**src/rtl/mem_port_arbiter.sv**
```systemverilog
// mem_port_arbiter: shares one single-port, fixed-latency memory between the
// instruction-fetch port and the data port of the pipeline. A four-state FSM
// (IDLE, ISSUE, WAIT, DONE) sequences each access, captures read data and
// issues a one-cycle ready pulse to the owning port.
// A pending request from the other port is granted at the read-data capture
// edge, so alternating ports overlap the ready pulse with the next m_en.
// Optional build macro ARB_ROUND_ROBIN_EN: on a simultaneous request the port
// that did not own the previous grant wins (default: data port always wins).
module mem_port_arbiter #(
    parameter int AW  = 8,
    parameter int DW  = 32,
    parameter int LAT = 2
) (
    input  logic          clock,
    input  logic          reset,
    input  logic          i_req,
    input  logic [AW-1:0] i_addr,
    input  logic          i_flush,
    output logic [DW-1:0] i_rdata,
    output logic          i_ready,
    output logic          i_stall,
    input  logic          d_req,
    input  logic          d_we,
    input  logic [AW-1:0] d_addr,
    input  logic [DW-1:0] d_wdata,
    output logic [DW-1:0] d_rdata,
    output logic          d_ready,
    output logic          d_stall,
    output logic          m_en,
    output logic          m_we,
    output logic [AW-1:0] m_addr,
    output logic [DW-1:0] m_wdata,
    input  logic [DW-1:0] m_rdata
);

    localparam int   CW    = $clog2(LAT + 1);
    localparam logic OWN_D = 1'b0;
    localparam logic OWN_I = 1'b1;

    typedef enum logic [1:0] {
        IDLE  = 2'd0,
        ISSUE = 2'd1,
        WAIT  = 2'd2,
        DONE  = 2'd3
    } state_t;

    state_t          state_r, state_s;
    logic            owner_r, owner_s;
    logic            squash_r, squash_s, squash_hold_s;
    logic            op_we_r, op_we_s;
    logic [CW-1:0]   cnt_r, cnt_s;
    logic            grant_s, grant_who_s, win_s;
    logic            m_en_s, m_we_s, i_ready_s, d_ready_s;
    logic [AW-1:0]   m_addr_s;
    logic [DW-1:0]   m_wdata_s, i_rdata_s, d_rdata_s;
    logic            i_elig_s, d_elig_s, fetch_owned_s, other_elig_s;

    // A flushed fetch may not compete; the non-owner is the only candidate
    // once an access is completing.
    assign i_elig_s      = i_req & ~i_flush;
    assign d_elig_s      = d_req;
    assign fetch_owned_s = (owner_r == OWN_I);
    assign other_elig_s  = fetch_owned_s ? d_elig_s : i_elig_s;

    assign i_stall = i_req & ~i_ready;
    assign d_stall = d_req & ~d_ready;

`ifdef ARB_ROUND_ROBIN_EN
    logic last_owner_r;

    // Round-robin winner selection for an IDLE arbitration cycle.
    always_comb begin
        if (d_elig_s & i_elig_s) begin
            win_s = (last_owner_r == OWN_D) ? OWN_I : OWN_D;
        end else if (d_elig_s) begin
            win_s = OWN_D;
        end else begin
            win_s = OWN_I;
        end
    end

    // Remember the port of the most recent grant.
    always_ff @(posedge clock) begin
        if (!reset) begin
            last_owner_r <= OWN_D;
        end else if (grant_s) begin
            last_owner_r <= grant_who_s;
        end else begin
            last_owner_r <= last_owner_r;
        end
    end
`else
    // Fixed-priority winner selection: data port beats fetch.
    always_comb begin
        if (d_elig_s) begin
            win_s = OWN_D;
        end else begin
            win_s = OWN_I;
        end
    end
`endif

    // Next-state and next-output logic for the access sequencer.
    always_comb begin
        state_s       = state_r;
        cnt_s         = cnt_r;
        grant_s       = 1'b0;
        grant_who_s   = owner_r;
        i_ready_s     = 1'b0;
        d_ready_s     = 1'b0;
        i_rdata_s     = i_rdata;
        d_rdata_s     = d_rdata;
        squash_hold_s = squash_r;
        case (state_r)
            IDLE: begin
                if (d_elig_s | i_elig_s) begin
                    grant_s     = 1'b1;
                    grant_who_s = win_s;
                    state_s     = ISSUE;
                end else begin
                    state_s = IDLE;
                end
            end
            ISSUE: begin
                cnt_s         = CW'(LAT - 1);
                state_s       = WAIT;
                squash_hold_s = squash_r | (fetch_owned_s & i_flush);
            end
            WAIT: begin
                squash_hold_s = squash_r | (fetch_owned_s & i_flush);
                if (cnt_r != {CW{1'b0}}) begin
                    cnt_s   = cnt_r - CW'(1);
                    state_s = WAIT;
                end else if (squash_hold_s) begin
                    // Squashed fetch: memory access finishes, result dropped.
                    state_s = IDLE;
                end else begin
                    if (fetch_owned_s) begin
                        i_ready_s = 1'b1;
                        i_rdata_s = m_rdata;
                    end else begin
                        d_ready_s = 1'b1;
                        d_rdata_s = op_we_r ? d_rdata : m_rdata;
                    end
                    if (other_elig_s) begin
                        grant_s     = 1'b1;
                        grant_who_s = ~owner_r;
                        state_s     = ISSUE;
                    end else begin
                        state_s = DONE;
                    end
                end
            end
            DONE: begin
                // The owner's request is the one being completed: ignore it.
                if (other_elig_s) begin
                    grant_s     = 1'b1;
                    grant_who_s = ~owner_r;
                    state_s     = ISSUE;
                end else begin
                    state_s = IDLE;
                end
            end
            default: begin
                state_s = IDLE;
            end
        endcase
        owner_s   = grant_s ? grant_who_s : owner_r;
        squash_s  = grant_s ? 1'b0 : squash_hold_s;
        m_en_s    = grant_s;
        m_we_s    = grant_s & (grant_who_s == OWN_D) & d_we;
        op_we_s   = grant_s ? m_we_s : op_we_r;
        m_addr_s  = grant_s ? ((grant_who_s == OWN_D) ? d_addr : i_addr) : m_addr;
        m_wdata_s = (grant_s & (grant_who_s == OWN_D)) ? d_wdata : m_wdata;
    end

    // State and registered-output update with synchronous active-low reset.
    always_ff @(posedge clock) begin
        if (!reset) begin
            state_r  <= IDLE;
            owner_r  <= OWN_D;
            squash_r <= 1'b0;
            op_we_r  <= 1'b0;
            cnt_r    <= {CW{1'b0}};
            m_en     <= 1'b0;
            m_we     <= 1'b0;
            m_addr   <= {AW{1'b0}};
            m_wdata  <= {DW{1'b0}};
            i_ready  <= 1'b0;
            d_ready  <= 1'b0;
            i_rdata  <= {DW{1'b0}};
            d_rdata  <= {DW{1'b0}};
        end else begin
            state_r  <= state_s;
            owner_r  <= owner_s;
            squash_r <= squash_s;
            op_we_r  <= op_we_s;
            cnt_r    <= cnt_s;
            m_en     <= m_en_s;
            m_we     <= m_we_s;
            m_addr   <= m_addr_s;
            m_wdata  <= m_wdata_s;
            i_ready  <= i_ready_s;
            d_ready  <= d_ready_s;
            i_rdata  <= i_rdata_s;
            d_rdata  <= d_rdata_s;
        end
    end

endmodule

```
**config.mk**
```make
export PLATFORM = sky130hd
export DESIGN_NAME = mem_port_arbiter
export DESIGN_NICKNAME = d
export VERILOG_FILES = /design/src/rtl/mem_port_arbiter.sv
export SDC_FILE = /design/constraint.sdc
export NUM_CORES = 1
export LEC_CHECK = 0
export ABC_AREA = 1
export BUFFER_PORTS_ARGS = -buffer_cell sky130_fd_sc_hd__buf_2
export CAP_MARGIN = 5
export CORE_MARGIN = 2
export CORE_UTILIZATION = 40
export CTS_BUF_LIST = sky130_fd_sc_hd__clkbuf_2 sky130_fd_sc_hd__clkbuf_4 sky130_fd_sc_hd__clkbuf_8
export DETAILED_ROUTE_END_ITERATION = 8
export MAX_ROUTING_LAYER = met4
export PLACE_DENSITY = 0.72
export SKIP_LAST_GASP = 1
export SYNTH_ARGS = -nofsm -noshare
export SYNTH_HDL_FRONTEND = slang
export SYNTH_SLANG_ARGS = --single-unit
```
**constraint.sdc**
```tcl
create_clock -name clock -period 1.6 [get_ports clock]
set_input_delay 0.16 -clock clock [delete_from_list [all_inputs] [get_ports clock]]
set_output_delay 0.16 -clock clock [all_outputs]
set_load 0.01 [all_outputs]
```
# After elaboration in Yosys (flattened, before gate mapping)
# Cells that the tools add are included.
[classes] add_sub_neg=1 n_eq_ne=4 mux=23 bitwise_logic=18 reduce_logical=9
[ops] cell="2-to-1 mux 1 bit" n=14
[ops] cell="NOT 1 bit" n=10
[ops] cell="2-to-1 mux 2 bit" n=4
[ops] cell="2-to-1 mux 8 bit" n=1
[ops] cell="one-hot mux 2 bit (4 select lines)" n=1
[ops] cell="bitwise AND 1 bit" n=6
[ops] cell="one-hot mux 1 bit (3 select lines)" n=2
[ops] cell="AND reduction 5 bit" n=1
[ops] cell="equality test 2 bit (second input constant)" n=2
[ops] cell="one-hot mux 2 bit (2 select lines)" n=1
[ops] cell="AND reduction 4 bit" n=1
[ops] cell="nonzero test 2 bit" n=2
[ops] cell="OR reduction 2 bit" n=2
[ops] cell="OR reduction 4 bit" n=1
[ops] cell="equality test 2 x 1 -> 1 bit (second input constant)" n=1
[ops] cell="logical NOT 2 bit" n=1
[ops] cell="!= test 2 bit (second input constant)" n=1
[ops] cell="OR 1 bit" n=2
[ops] cell="AND reduction 2 bit" n=1
[ops] cell="subtractor 2 x 1 -> 2 bit (second input constant)" n=1
[totals] regBits=115 inputBits=86 output_inout_bits=110 elab_cells=68

# Longest topological paths before layout
# Gate-level depths: netlist of run 1.
[depth] depth_word=10 mapped_depth=13 depth_no_buf=12

# Worst setup path after synthesis of run 1
# OpenSTA, ideal clock, no wires.
[synth_timing] path_kind="register -> register" start="register state_r[0]" end="register m_addr[0]" setup_ps=128 arrival_time_ps=1546 required_ps=1472 setup_slack_ps=-74 stages_incl_launch_ff=13 path_cell_list="dfxtp_1 -> inv_1 -> ha_1 -> nand4_1 -> nor2_2 -> inv_2 -> nand2_4 -> nand2_1 -> buf_2 -> nand2_1 -> nand2_1 -> nor2_1 -> nor2_1"
[synth_between] elab_chain_len=3
[synth_lines] item="start, declared" line_no="47" rtl="state_t state_r, state_s;"
[synth_lines] item="start signal, assigned" line_no="194" rtl="state_r <= state_s;"
[synth_lines] item="equality test 2 bit / logical NOT 2 bit (equally long branches)" line_no="114" rtl="case (state_r)"
[synth_lines] item="one-hot mux 1 bit (3 select lines)" line_no="114"
[synth_lines] item="2-to-1 mux 8 bit" line_no="173" rtl="m_addr_s = grant_s ? ((grant_who_s == OWN_D) ? d_addr : i_addr) : m_addr;"
[synth_lines] item="end signal, assigned" line_no="187" rtl="m_addr <= {AW{1'b0}};"
[synth_lines] item="end signal, assigned" line_no="201" rtl="m_addr <= m_addr_s;"
[synth_lines] item="end, declared" line_no="31" rtl="output logic [AW-1:0] m_addr,"
# Several ways; a longest one is shown, not always the timed one.
# A chain may end at the register's enable or synchronous reset.

# Worst setup path after layout of run 1
[layout_timing] start="register state_r[1]" end="register m_wdata[11]"
[layout_between] elab_chain_len=4
[layout_lines] item="equality test 2 bit / logical NOT 2 bit (equally long branches)" line_no="114"
[layout_lines] item="one-hot mux 1 bit (3 select lines)" line_no="114"
[layout_lines] item="NOT 1 bit" line_no="174" rtl="m_wdata_s = (grant_s & (grant_who_s == OWN_D)) ? d_wdata : m_wdata;"
[layout_lines] item="bitwise AND 1 bit *" line_no="174"
[layout_lines] item="end signal, assigned" line_no="188" rtl="m_wdata <= {DW{1'b0}};"
[layout_lines] item="end signal, assigned" line_no="202" rtl="m_wdata <= m_wdata_s;"
[layout_lines] item="end, declared" line_no="32" rtl="output logic [DW-1:0] m_wdata,"
# Every way passes the cells marked *; elsewhere a longest branch is shown, timed or not.

==> results by group, run 1 <==
Synthesis
  • Top cells by area, synth: dfxtp_1 (53%), nor2_1 (14%), o21ai_0 (11%)
  • Synth Register Bits: 115
  • Post-synth top area share: between 50% and 60%
  • Synthesized area: around 4400 um^2
  • Gate Count Post-Synth: 573
  • Post-synthesis sequential area ratio: 52.8%
  • Ys Warns: 0
  • Post-synth top area cell: dfxtp_1
  • Synthesized Nets: 664
  • Synth unique cells: 26
  • Syn_area_per_cell: 7.61 um^2

Run status
  • Failing checks: setup timing
  • Status: finished with violations

Clocking
  • CTS tree: done
  • Clock root buffer master: clkbuf_8
  • Max clock buf depth: 2
  • CTS Sinks: 115
  • CTS Buf Count: 17
  • CTS clk-pin slew, worst paths: roughly 0.07 ns
  • H-Tree Depth: 4
  • Worst skew pair latency: 0.44 ns

Power and ir drop
  • Peak supply drop: a little under 0.0008 V
  • PwrDens: 1240 nW/um^2
  • LEAKAGE: 3.56 nW
  • Net Sw Frac: 32.4%
  • Total Power: 0.00917 W
  • Sw Pwr: 0.00297 W
  • Power share of the sequential group: 38.3%
  • P_int: between 0.006 and 0.007 W
  • Comb pwr share: 30.7%
  • Clk network pwr share: 31.0%

Finish
  • Layout area overhead: 70.0%
  • Nets: 962
  • Layout cells sized above 1: 42.6%
  • Design Area, Final: 7410 um^2
  • Antenna Diode Count: 0

Timing
  • Maximum operating frequency: 586 MHz
  • Final setup viols: 43
  • Final worst slack: -0.106 ns
  • Slew Viols, Final: 0
  • Worst-Margin Slew: 0.437 ns
  • RSZ-0062 raised after global routing: yes
  • Final Hold Fails: 0
  • Final hold slack: 0.0447 ns
  • Relative slew slack: 70.8%
  • Crit share post-route: 107%
  • Fin crit period: 1.71 ns
  • Clk_skew: 0.0153 ns

Die
  • Chip Width: 108 um
  • Initial Util: 40.6%
  • Core Rows: 38
  • Top Ports: 196
  • Die H: between 100 and 150 um
  • Core ar.: 10700 um^2
  • Area of the die: 11700 um^2

Route
  • Via count: 5110
  • Drc violations: 0
  • DR iter-0 viols: 402
  • Via density: roughly 5.0
  • DR pass1 iterations: 5
  • ANT nets after route: 0
  • Routed length per instance: roughly 16 um
  • Final WL: 15.9 mm

Setup path
  • Worst Setup End Kind: register
  • Worst Setup Start Kind: register
  • Critical Path Fanout Max: 12
  • CP Data Arrival Time: 2.03 ns
  • Crit Path Class: reg -> reg
  • Critical Path RT: 1.92 ns

GRT
  • Grt ovf: 0
  • Initial antenna violation count: 0
  • Tot GR Track Use: 23.8%
  • Largest net degree at the start of global routing: 64
  • First-pass GRT wire length: ~21 mm
  • Vias in the first global route: about 4800

Placement
  • Post-place instance area: 5660 um^2
  • Dpl hpwl: 8.57 mm
  • Place WS: -0.162 ns
  • Port Buffers: roughly 200
  • GP Congestion: 0.872

Worst hold path
  • Hold/Removal Path Class: in -> reg

Job
  • Max Cap Violations: 0
Yosys cell counts (all sizes together):
library cell	count
dfxtp	115
a21oi	37
nand3	16
a31oi	1
inv	62
nor2	160
nand2	40
nand4	2
a211oi	1
clkbuf	20
xor2	1
ha	5
nor3	1
clkinv	1
o211ai	2
o21ai	98
buf	11
power groups by stage:
| stage | clock network (W) | logic, W | registers [W] |
|---|---|---|---|
| 3_3_place_gp | 0 | 0.00200 | 0.00351 |
| 6_report | 0.00285 | 0.00281 | 0.00351 |
| 2_1_floorplan | 0 | 0.00104 | 0.00370 |
| 3_5_place_dp | 0 | 0.00207 | 0.00353 |
| 5_1_grt | 0.00302 | 0.00304 | 0.00355 |
| 4_1_cts | 0.00288 | 0.00238 | 0.00348 |
placed cells by master, fill, tap and decap left out, types with 6 or more instances in the layout:
master and n:
buf_12 6, nor2_1 140, inv_1 52, o21ai_1 28, clkbuf_8 18, buf_6 8
nand3_1 14, dlygate4sd3_1 65, o21ai_0 29, dfxtp_1 110, o21ai_2 40, a21oi_1 29
buf_4 25, nand2_2 6, clkbuf_16 6, a21oi_2 7, nand2_1 31, nor2_2 19
inv_2 8, buf_2 195
kinds of logic after synthesis:
| family | Yosys count | synth area share [%] |
|---|---|---|
| simple gates | 219 | 20.1 |
| fa+ha+maj | 5 | 1.44 |
| buf+inv | 94 | 8.87 |
| compound gates | 139 | 16.5 |
| flops | 115 | 52.8 |
| xor+xnor | 1 | 0.201 |
per-layer routing:
layer | global-route usage (%) | up-vias | routed length, um
li1 | - | 2413 | -
met1 | 26.4 | 2373 | 6310
met2 | 38.6 | 267 | 7890
met3 | 8.02 | 57 | 1240
met4 | 11.4 | 0 | 507
met5 | - | - | 0
flip-flops by register name, summed over array words and instances (netlist names), 2 cells and up:
register,flops
d_rdata,32
cnt_r,2
m_addr,8
state_r,2
m_wdata,32
i_rdata,32
repair_timing:
action                     4_1_cts  5_1_grt
hold endpoints to repair        66        1
pin swaps                        2       35
cloned                           1        8
buffers inserted                 3       10
gates resized for setup         41      146
hold buffers                    64        1
setup endpoints to repair      106      106
through the flow:
stage	cells	utilization [%]	TNS (ns)
floorplan	573	-	0
global placement	906	52.7	-2.42
detailed placement	906	52.7	-7.80
CTS	1006	63.7	-1.44
global route	1024	69.0	-8.23
finish	1024	69.0	-1.37
final cells by class:
| cell class | count | area, um^2 |
|---|---|---|
| fill | 777 | 3330 |
| sequential | 115 | 2320 |
| timing repair buffer | 310 | 2260 |
| multi-input combinational | 364 | 1980 |
| clock buffer | 20 | 263 |
| inverter | 63 | 254 |
| tap | 140 | 175 |
| clock inverter | 12 | 156 |
critical path, stage by stage (launching register included):
cell and delay, ns:
dfxtp_4 0.39, inv_4 0.05, ha_4 0.15, nand2_1 0.06, nand2_1 0.06, nand2_2 0.07, nand2_2 0.07, a21oi_4 0.20
nand2_8 0.13, buf_16 0.18, o21ai_1 0.17, nor2_1 0.07
worst paths after layout:
kind | slack [ns] | to | depth (start not counted) | startpoint
max | -0.11 | m_wdata[11]$_SDFFE_PN0P_ | 11 | state_r[1]$_SDFF_PN0_
min | 0.04 | squash_r$_SDFFE_PP0P_ | 3 | i_flush
max reg2reg | -0.11 | m_wdata[11]$_SDFFE_PN0P_ | 11 | state_r[1]$_SDFF_PN0_
min reg2reg | 0.44 | d_rdata[24]$_SDFFE_PN0P_ | 2 | d_rdata[24]$_SDFFE_PN0P_
No activity file was read; power rests on OpenSTA's default activity.
==> run 2, diff against run 1 <==
Settings changed: PLACE_DENSITY 0.72 to default, PLACE_DENSITY_LB_ADDON from default to 0.3.
==> run 2 against run 1 <==
- the flow still finishes with violations (setup timing)
- first-iteration DRC count fell by 27%
- global-route usage fell by 0.91 points
- clock skew barely moved
- combinational power rose by 3%
- cell count fell by 0.68%
- flip-flop and latch count did not move
- non-clock buffer count fell by 8
- die area did not move
- cell area rose by 0.44%
- routed wire length fell by 2.8%
==> results by group, run 2 (synthesized netlist as in run 1, its figures left out) <==
Finish
  • Fill cell count: 831 (+6.9%)
  • Layout area overhead: 70.8%
  • Layout cells sized above 1: 42.5% (-0.18 points)
  • Design Area, Final: 7440 um^2 (+0.44%)
  • Largest regs: d_rdata x32, i_rdata x32, m_wdata x32
  • Commonest cells after routing, fill and taps aside: buf_2 (195), nor2_1 (130), dfxtp_1 (111), dlygate4sd3_1 (62), inv_1 (54)
  • Commonest non-fill, non-tap cell in the layout: buf_2
  • Final Core Density: 69.3% (+0.30 points)
  • Nets: 954 (-0.83%)

Timing
  • Fin crit period: 1.69 ns (-0.0194 ns)
  • Worst-Margin Slew: 0.706 ns (+0.269 ns)
  • Slew Viols, Final: 0 (unchanged)
  • Clk_skew: 0.0152 ns (-0.0000696 ns)
  • Final worst slack: -0.0864 ns (+0.0194 ns)
  • Relative slew slack: 53.0% (-18 points)
  • RSZ-0062 raised after global routing: yes
  • Maximum operating frequency: 593 MHz (+1.1%)
  • Crit share post-route: 105% (-1.2 points)
  • Final Hold Fails: 0 (unchanged)
  • Final setup viols: 90 (+110%)

Power and ir drop
  • PwrDens: 1260 nW/um^2 (+2.1%)
  • Total Power: 0.00940 W (+2.5%)
  • Peak supply drop: 0.000787 V (-0.30%)
  • LEAKAGE: 3.58 nW (+0.77%)

Placement
  • Post-place instance area: 5630 um^2 (-0.49%)
  • Dpl hpwl: 8.19 mm (-4.4%)
  • Port Buffers: 195 (unchanged)
  • GP Congestion: 0.903 (+3.6%)

Route
  • ANT nets after route: 0 (unchanged)
  • DR iter-0 viols: 294 (-27%)
  • Via density: 4.89 (-2.0%)
  • DR pass1 iterations: 4 (-1)
  • Drc violations: 0 (unchanged)
  • Routed length per instance: 15.2 um (-2.1%)
  • Via count: 4972 (-2.7%)
  • Final WL: 15.5 mm (-2.8%)

Setup path
  • Critical Path RT: 1.92 ns (about the same)
  • Setup crit start: state_r[0]$_SDFF_PN0_
  • Crit-path cells: buf_4, ha_4, nand2_1, nand2_1, nand2_2, nand2_2, a21oi_4, nand2_8, clkbuf_16, o21ai_1, nor2_1
  • Setup crit end: m_wdata[25]$_SDFFE_PN0P_
  • Reg-to-Reg Start: state_r[0]$_SDFF_PN0_
  • Slowest-stage cell, CP: dfxtp_2
  • Worst path depth: 11 (unchanged)
  • CP Buf/Inv Count: 2 (unchanged)
  • Cell family with most CP delay: simple AND/OR/NAND/NOR gates
  • Reg2reg end: m_wdata[25]$_SDFFE_PN0P_
  • Critical Path Fanout Max: 8 (-4)
  • Cells on worst reg2reg path: 11 (unchanged)
  • Crit Path Class: reg -> reg
  • Worst Setup End Kind: register
  • CP Data Arrival Time: 2.01 ns (-0.02 ns)
  • Worst Setup Start Kind: register
  • Worst path max stage delay: 0.33 ns (-0.06 ns)
  • Reg2Reg Setup Slack: -0.09 ns (+0.02 ns)

Clocking
  • CTS Buf Count: 17 (unchanged)
  • CTS clk-pin slew, worst paths: 0.08 ns (about the same)
  • Max clock buf depth: 2 (unchanged)
  • Worst skew pair latency: 0.43 ns (about the same)
  • H-Tree Depth: 4 (unchanged)
  • Clock root buffer master: clkbuf_8
  • CTS Sinks: 115 (unchanged)
  • CTS tree: done

Die
  • Initial Util: 40.6% (unchanged)
  • Core ar.: 10700 um^2 (unchanged)
  • Die H: 108 um (unchanged)
  • Chip Width: 108 um (unchanged)
  • Top Ports: 196 (unchanged)
  • Area of the die: 11700 um^2 (unchanged)
  • Core Rows: 38 (unchanged)

Job
  • Max Cap Violations: 0 (unchanged)

GRT
  • First-pass GRT wire length: 20.5 mm (-3.1%)
  • Vias in the first global route: 4496 (-5.4%)
  • Grt ovf: 0 (unchanged)
  • Tot GR Track Use: 22.9% (-0.91 points)
  • Initial antenna violation count: 0 (unchanged)
  • Largest net degree at the start of global routing: 58 (-9.4%)

Worst hold path
  • Hold/Removal Path Class: in -> reg

Run status
  • Failing checks: setup timing
  • Status: finished with violations
[run 2: how the worst min path moves through the flow]
| stage | endpoint | slack [ns] | startpoint | cells past startpoint |
|---|---|---|---|---|
| 6_report | m_wdata[15]$_SDFFE_PN0P_ | 0.02 | d_wdata[15] | 3 |
| 5_1_grt | m_wdata[15]$_SDFFE_PN0P_ | 0.01 | d_wdata[15] | 3 |
| 4_1_cts | m_wdata[24]$_SDFFE_PN0P_ | 0.001 | d_wdata[24] | 3 |
| 3_5_place_dp | i_rdata[18]$_SDFFE_PN0P_ | 0.40 | m_rdata[18] | 3 |
| 3_3_place_gp | i_rdata[10]$_SDFFE_PN0P_ | 0.40 | m_rdata[10] | 3 |
| 2_1_floorplan | i_rdata[0]$_SDFFE_PN0P_ | 0.29 | m_rdata[0] | 2 |
[run 2: layout make-up]
type | instances | area [um^2] | share of cell area (%)
Inverter | 63 | 256 | 3.45
Tap cell | 140 | 175 | 2.35
Timing Repair Buffer | 302 | 2230 | 30.0
Multi-Input combinational cell | 364 | 2030 | 27.2
Sequential cell | 115 | 2310 | 31.0
Clock buffer | 19 | 255 | 3.43
Antenna cell | 1 | 2.50 | 0.0336
Clock inverter | 13 | 183 | 2.45
[run 2: stage by stage]
| stage | cells | setup TNS (ns) | hold slack [ns] | setup slack [ns] |
|---|---|---|---|---|
| 2_1_floorplan | 573 | 0 | 0.295 | 0.00276 |
| 3_3_place_gp | 904 | -0.769 | 0.396 | -0.0464 |
| 3_5_place_dp | 904 | -4.16 | 0.403 | -0.131 |
| 4_1_cts | 1000 | -0.545 | 0.00125 | -0.0268 |
| 5_1_grt | 1016 | -12.44 | 0.0141 | -0.158 |
| 6_report | 1017 | -3.32 | 0.0170 | -0.0864 |
[run 2: worst reg2reg max path: cells and delay by family, from the launching register on]
kind / cells / cell delay, ns
adders and majority gates: 1 / 0.15
buffers and inverters: 2 / 0.34
AOI/OAI and AO/OA: 2 / 0.33
DFF: 1 / 0.33
and+or+nand+nor: 6 / 0.44
[run 2: report_power, final]
group | internal (W) | switching [W]
Clock | 0.00175 | 0.00124
Sequential | 0.00327 | 0.000236
Combinational | 0.00136 | 0.00154
[run 2: repair_timing]
item                                    4_1_cts  5_1_grt
endpoints found under the setup margin      104      107
gates cloned                                  2       12
gates resized for setup                      32      163
pin swaps                                     6       39
hold buffers                                 62        0
buffers inserted                              0        4
endpoints found under the hold margin        62        0
[run 2: routing by layer]
layer	track usage, %	share of wire [%]
met1	26.0	40
met2	37.2	50
met3	6.27	7.0
met4	11.5	2.2
met5	-	0
==> run 3, diff against run 2 <==
Settings changed: GPL_TIMING_DRIVEN from default to 0.
==> run 3 against run 2 <==
- the flow still finishes with violations (setup timing)
- combinational power shrank 7.6%
- hold slack lost 0.0049 ns
- critical path depth is 2 lower
- total power down 4.0%
- maximum frequency up 0.11%
- routed wire length fell by 4.9%
- non-clock buffer count increased by 12
- critical endpoint is now i_rdata[25]$_SDFFE_PN0P_
- largest cell class unchanged
- highest routed layer unchanged
==> results by group, run 3 (synthesized netlist as in run 1, its figures left out) <==
Timing
  • Final Hold Fails: 0 (unchanged)
  • RSZ-0062 raised after global routing: yes
  • Final setup TNS: -2.52 ns (+0.799 ns)
  • Fin crit period: 1.68 ns (-0.00180 ns)
  • Crit share post-route: 105% (-0.11 points)
  • Relative slew slack: 63.7% (+11 points)
  • Final worst slack: -0.0846 ns (+0.00180 ns)
  • Final setup viols: 68 (-24%)
  • Worst-Margin Slew: 0.544 ns (-0.162 ns)
  • Maximum operating frequency: 594 MHz (+0.11%)
  • Slew Viols, Final: 0 (unchanged)
  • Clk_skew: 0.0126 ns (-0.00263 ns)

GRT
  • Met2 Usage GRT: 40.2% (+3.1 points)
  • Tot GR Track Use: 23.5% (+0.61 points)
  • Largest net degree at the start of global routing: 17 (-71%)
  • M3 GR Usage: 5.73% (-0.54 points)
  • Met1 usage: 26.8% (+0.71 points)
  • Grt ovf: 0 (unchanged)
  • Initial antenna violation count: 0 (unchanged)
  • Vias in the first global route: 4668 (+3.8%)
  • First-pass GRT wire length: 21.0 mm (+2.3%)
  • Most crowded layer after global routing: met2

Job
  • Max Cap Violations: 0 (unchanged)

Die
  • Top Ports: 196 (unchanged)
  • Area of the die: 11700 um^2 (unchanged)
  • Core ar.: 10700 um^2 (unchanged)
  • Core Rows: 38 (unchanged)
  • Initial Util: 40.6% (unchanged)
  • Chip Width: 108 um (unchanged)
  • Die H: 108 um (unchanged)

Setup path
  • CP Data Arrival Time: 2.01 ns (about the same)
  • Setup crit end: i_rdata[25]$_SDFFE_PN0P_
  • Crit path top cell by count: nor2_1
  • Slowest-stage cell, CP: dfxtp_2
  • Reg2Reg Setup Slack: -0.08 ns (about the same)
  • Worst Setup End Kind: register
  • Cells on worst reg2reg path: 9 (-2)
  • Reg2reg end: i_rdata[25]$_SDFFE_PN0P_
  • Reg-to-Reg Start: cnt_r[0]$_SDFFE_PN0P_
  • Setup crit start: cnt_r[0]$_SDFFE_PN0P_
  • Critical Path RT: 1.92 ns (about the same)
  • Worst Setup Start Kind: register
  • Critical Path Fanout Max: 10 (+2)
  • Crit-path cells: inv_1, ha_4, nand4_1, buf_6, nor2_4, clkinv_4, buf_8, nor2_1, nor2_1
  • Worst path max stage delay: 0.32 ns (about the same)
  • Crit Path Class: reg -> reg

Route
  • Routed length per instance: 14.3 um (-6.0%)
  • DR iter-0 viols: 306 (+4.1%)
  • DR pass1 iterations: 5 (+1)
  • Via density: 4.74 (-3.1%)
  • ANT nets after route: 0 (unchanged)
  • Drc violations: 0 (unchanged)
  • Via count: 4875 (-2.0%)
  • Final WL: 14.7 mm (-4.9%)

Power and ir drop
  • Clk network pwr share: 31.6% (-0.2 points)
  • PwrDens: 1230 nW/um^2 (-2.7%)
  • LEAKAGE: 3.52 nW (-1.8%)
  • P_int: 0.00613 W (-4.0%)
  • Power share of the sequential group: 38.7% (+1.4 points)
  • Sw Pwr: 0.00290 W (-4.0%)
  • Peak supply drop: 0.000761 V (-3.3%)
  • Net Sw Frac: 32.1% (about the same)
  • Comb pwr share: 29.7% (-1.1 points)

Finish
  • Commonest non-fill, non-tap cell in the layout: buf_2
  • Final Core Density: 68.4% (-0.88 points)
  • Nets: 967 (+1.4%)
  • Layout cells sized above 1: 39.8% (-2.6 points)
  • Commonest cells after routing, fill and taps aside: buf_2 (199), nor2_1 (128), dfxtp_1 (111), dlygate4sd3_1 (62), inv_1 (54)
  • Fill cell count: 858 (+3.2%)
  • Register area: 2310 um^2 (+0.11%)
  • Area of the multi-input gates: 1970 um^2 (-2.7%)
  • Largest regs: d_rdata x32, i_rdata x32, m_wdata x32
  • Antenna Diode Count: 0 (-1)
  • Finished Layout Cells: 1029 (+1.2%)
  • Layout area overhead: 68.6%

Clocking
  • CTS clk-pin slew, worst paths: 0.07 ns (about the same)
  • Worst skew pair latency: 0.43 ns (about the same)
  • Clock root buffer master: clkbuf_8
  • CTS tree: done
  • CTS Buf Count: 17 (unchanged)
  • CTS Sinks: 115 (unchanged)
  • Max clock buf depth: 2 (unchanged)
  • H-Tree Depth: 4 (unchanged)

Run status
  • Status: finished with violations
  • Failing checks: setup timing

Placement
  • Placed cell count: 907 (+0.33%)
  • Port Buffers: 194 (-0.51%)
  • GP Congestion: 0.859 (-4.9%)
  • Dpl hpwl: 8.93 mm (+9.0%)

Worst hold path
  • Hold/Removal Path Class: in -> reg
  • Min-delay src: m_rdata[27]
run 3: cell types whose count changed in the layout (fill, tap and decap cells not counted), sizes merged:
| cell | previous run | this run |
|---|---|---|
| clkbuf | 28 | 38 |
| inv | 63 | 61 |
| nand3 | 16 | 17 |
| diode | 1 | 0 |
| buf | 231 | 234 |
| bufinv | 4 | 3 |
| clkinv | 5 | 7 |
run 3: power groups by stage:
stage               registers [W]  logic [W]  clock network [W]
floorplan                 0.00370    0.00104                  0
global placement          0.00351    0.00193                  0
detailed placement        0.00353    0.00197                  0
CTS                       0.00347    0.00232            0.00290
global route              0.00354    0.00294            0.00303
finish                    0.00349    0.00268            0.00285
run 3: per-layer routing:
| metal | up-vias | part of all wire, % |
|---|---|---|
| li1 | 2431 | - |
| met1 | 2227 | 42 |
| met2 | 190 | 50 |
| met3 | 27 | 5.9 |
| met4 | 0 | 2.1 |
| met5 | - | 0 |
run 3: cell type report:
type / instances / share of cell area [%]
Inverter: 63 / 3.49
Clock buffer: 20 / 3.66
Sequential cell: 115 / 31.5
Clock inverter: 12 / 2.13
Multi-Input combinational cell: 365 / 26.9
Tap cell: 140 / 2.38
Timing Repair Buffer: 283 / 26.2
Buffer: 31 / 3.83
run 3: worst min-delay path by stage:
stage                                    end  slack [ns]  depth (start not counted)
global placement    i_rdata[13]$_SDFFE_PN0P_        0.40                          3
detailed placement   i_rdata[0]$_SDFFE_PN0P_        0.41                          3
finish              i_rdata[27]$_SDFFE_PN0P_        0.01                          3
global route        i_rdata[28]$_SDFFE_PN0P_       0.003                          3
CTS                 m_wdata[17]$_SDFFE_PN0P_       0.002                          3
floorplan            i_rdata[0]$_SDFFE_PN0P_        0.29                          2
run 3: through the flow:
step | area [um^2] | hold WS, ns | power, W | worst slack [ns]
2_1_floorplan | 4390 | 0.295 | 0.00474 | 0.00276
3_3_place_gp | 5540 | 0.402 | 0.00544 | -0.318
3_5_place_dp | 5540 | 0.406 | 0.00550 | -0.360
4_1_cts | 6800 | 0.00246 | 0.00869 | -0.0326
5_1_grt | 7350 | 0.00282 | 0.00951 | -0.163
6_report | 7350 | 0.0121 | 0.00902 | -0.0846
run 3: critical path, delay by kind of cell, from the launching register on:
kind,cells,cell delay [ns]
adder cells (fa/ha/maj),1,0.14
flip-flops,1,0.32
AND/OR/NAND/NOR,4,0.51
buffers and inverters,4,0.60
run 3: timing repair:
item,CTS,global route
resized for setup,68,143
pin swaps,14,28
hold buffers,62,0
buffers inserted,10,6
endpoints found under the setup margin,110,106
gates cloned,2,10
hold endpoints to repair,62,0
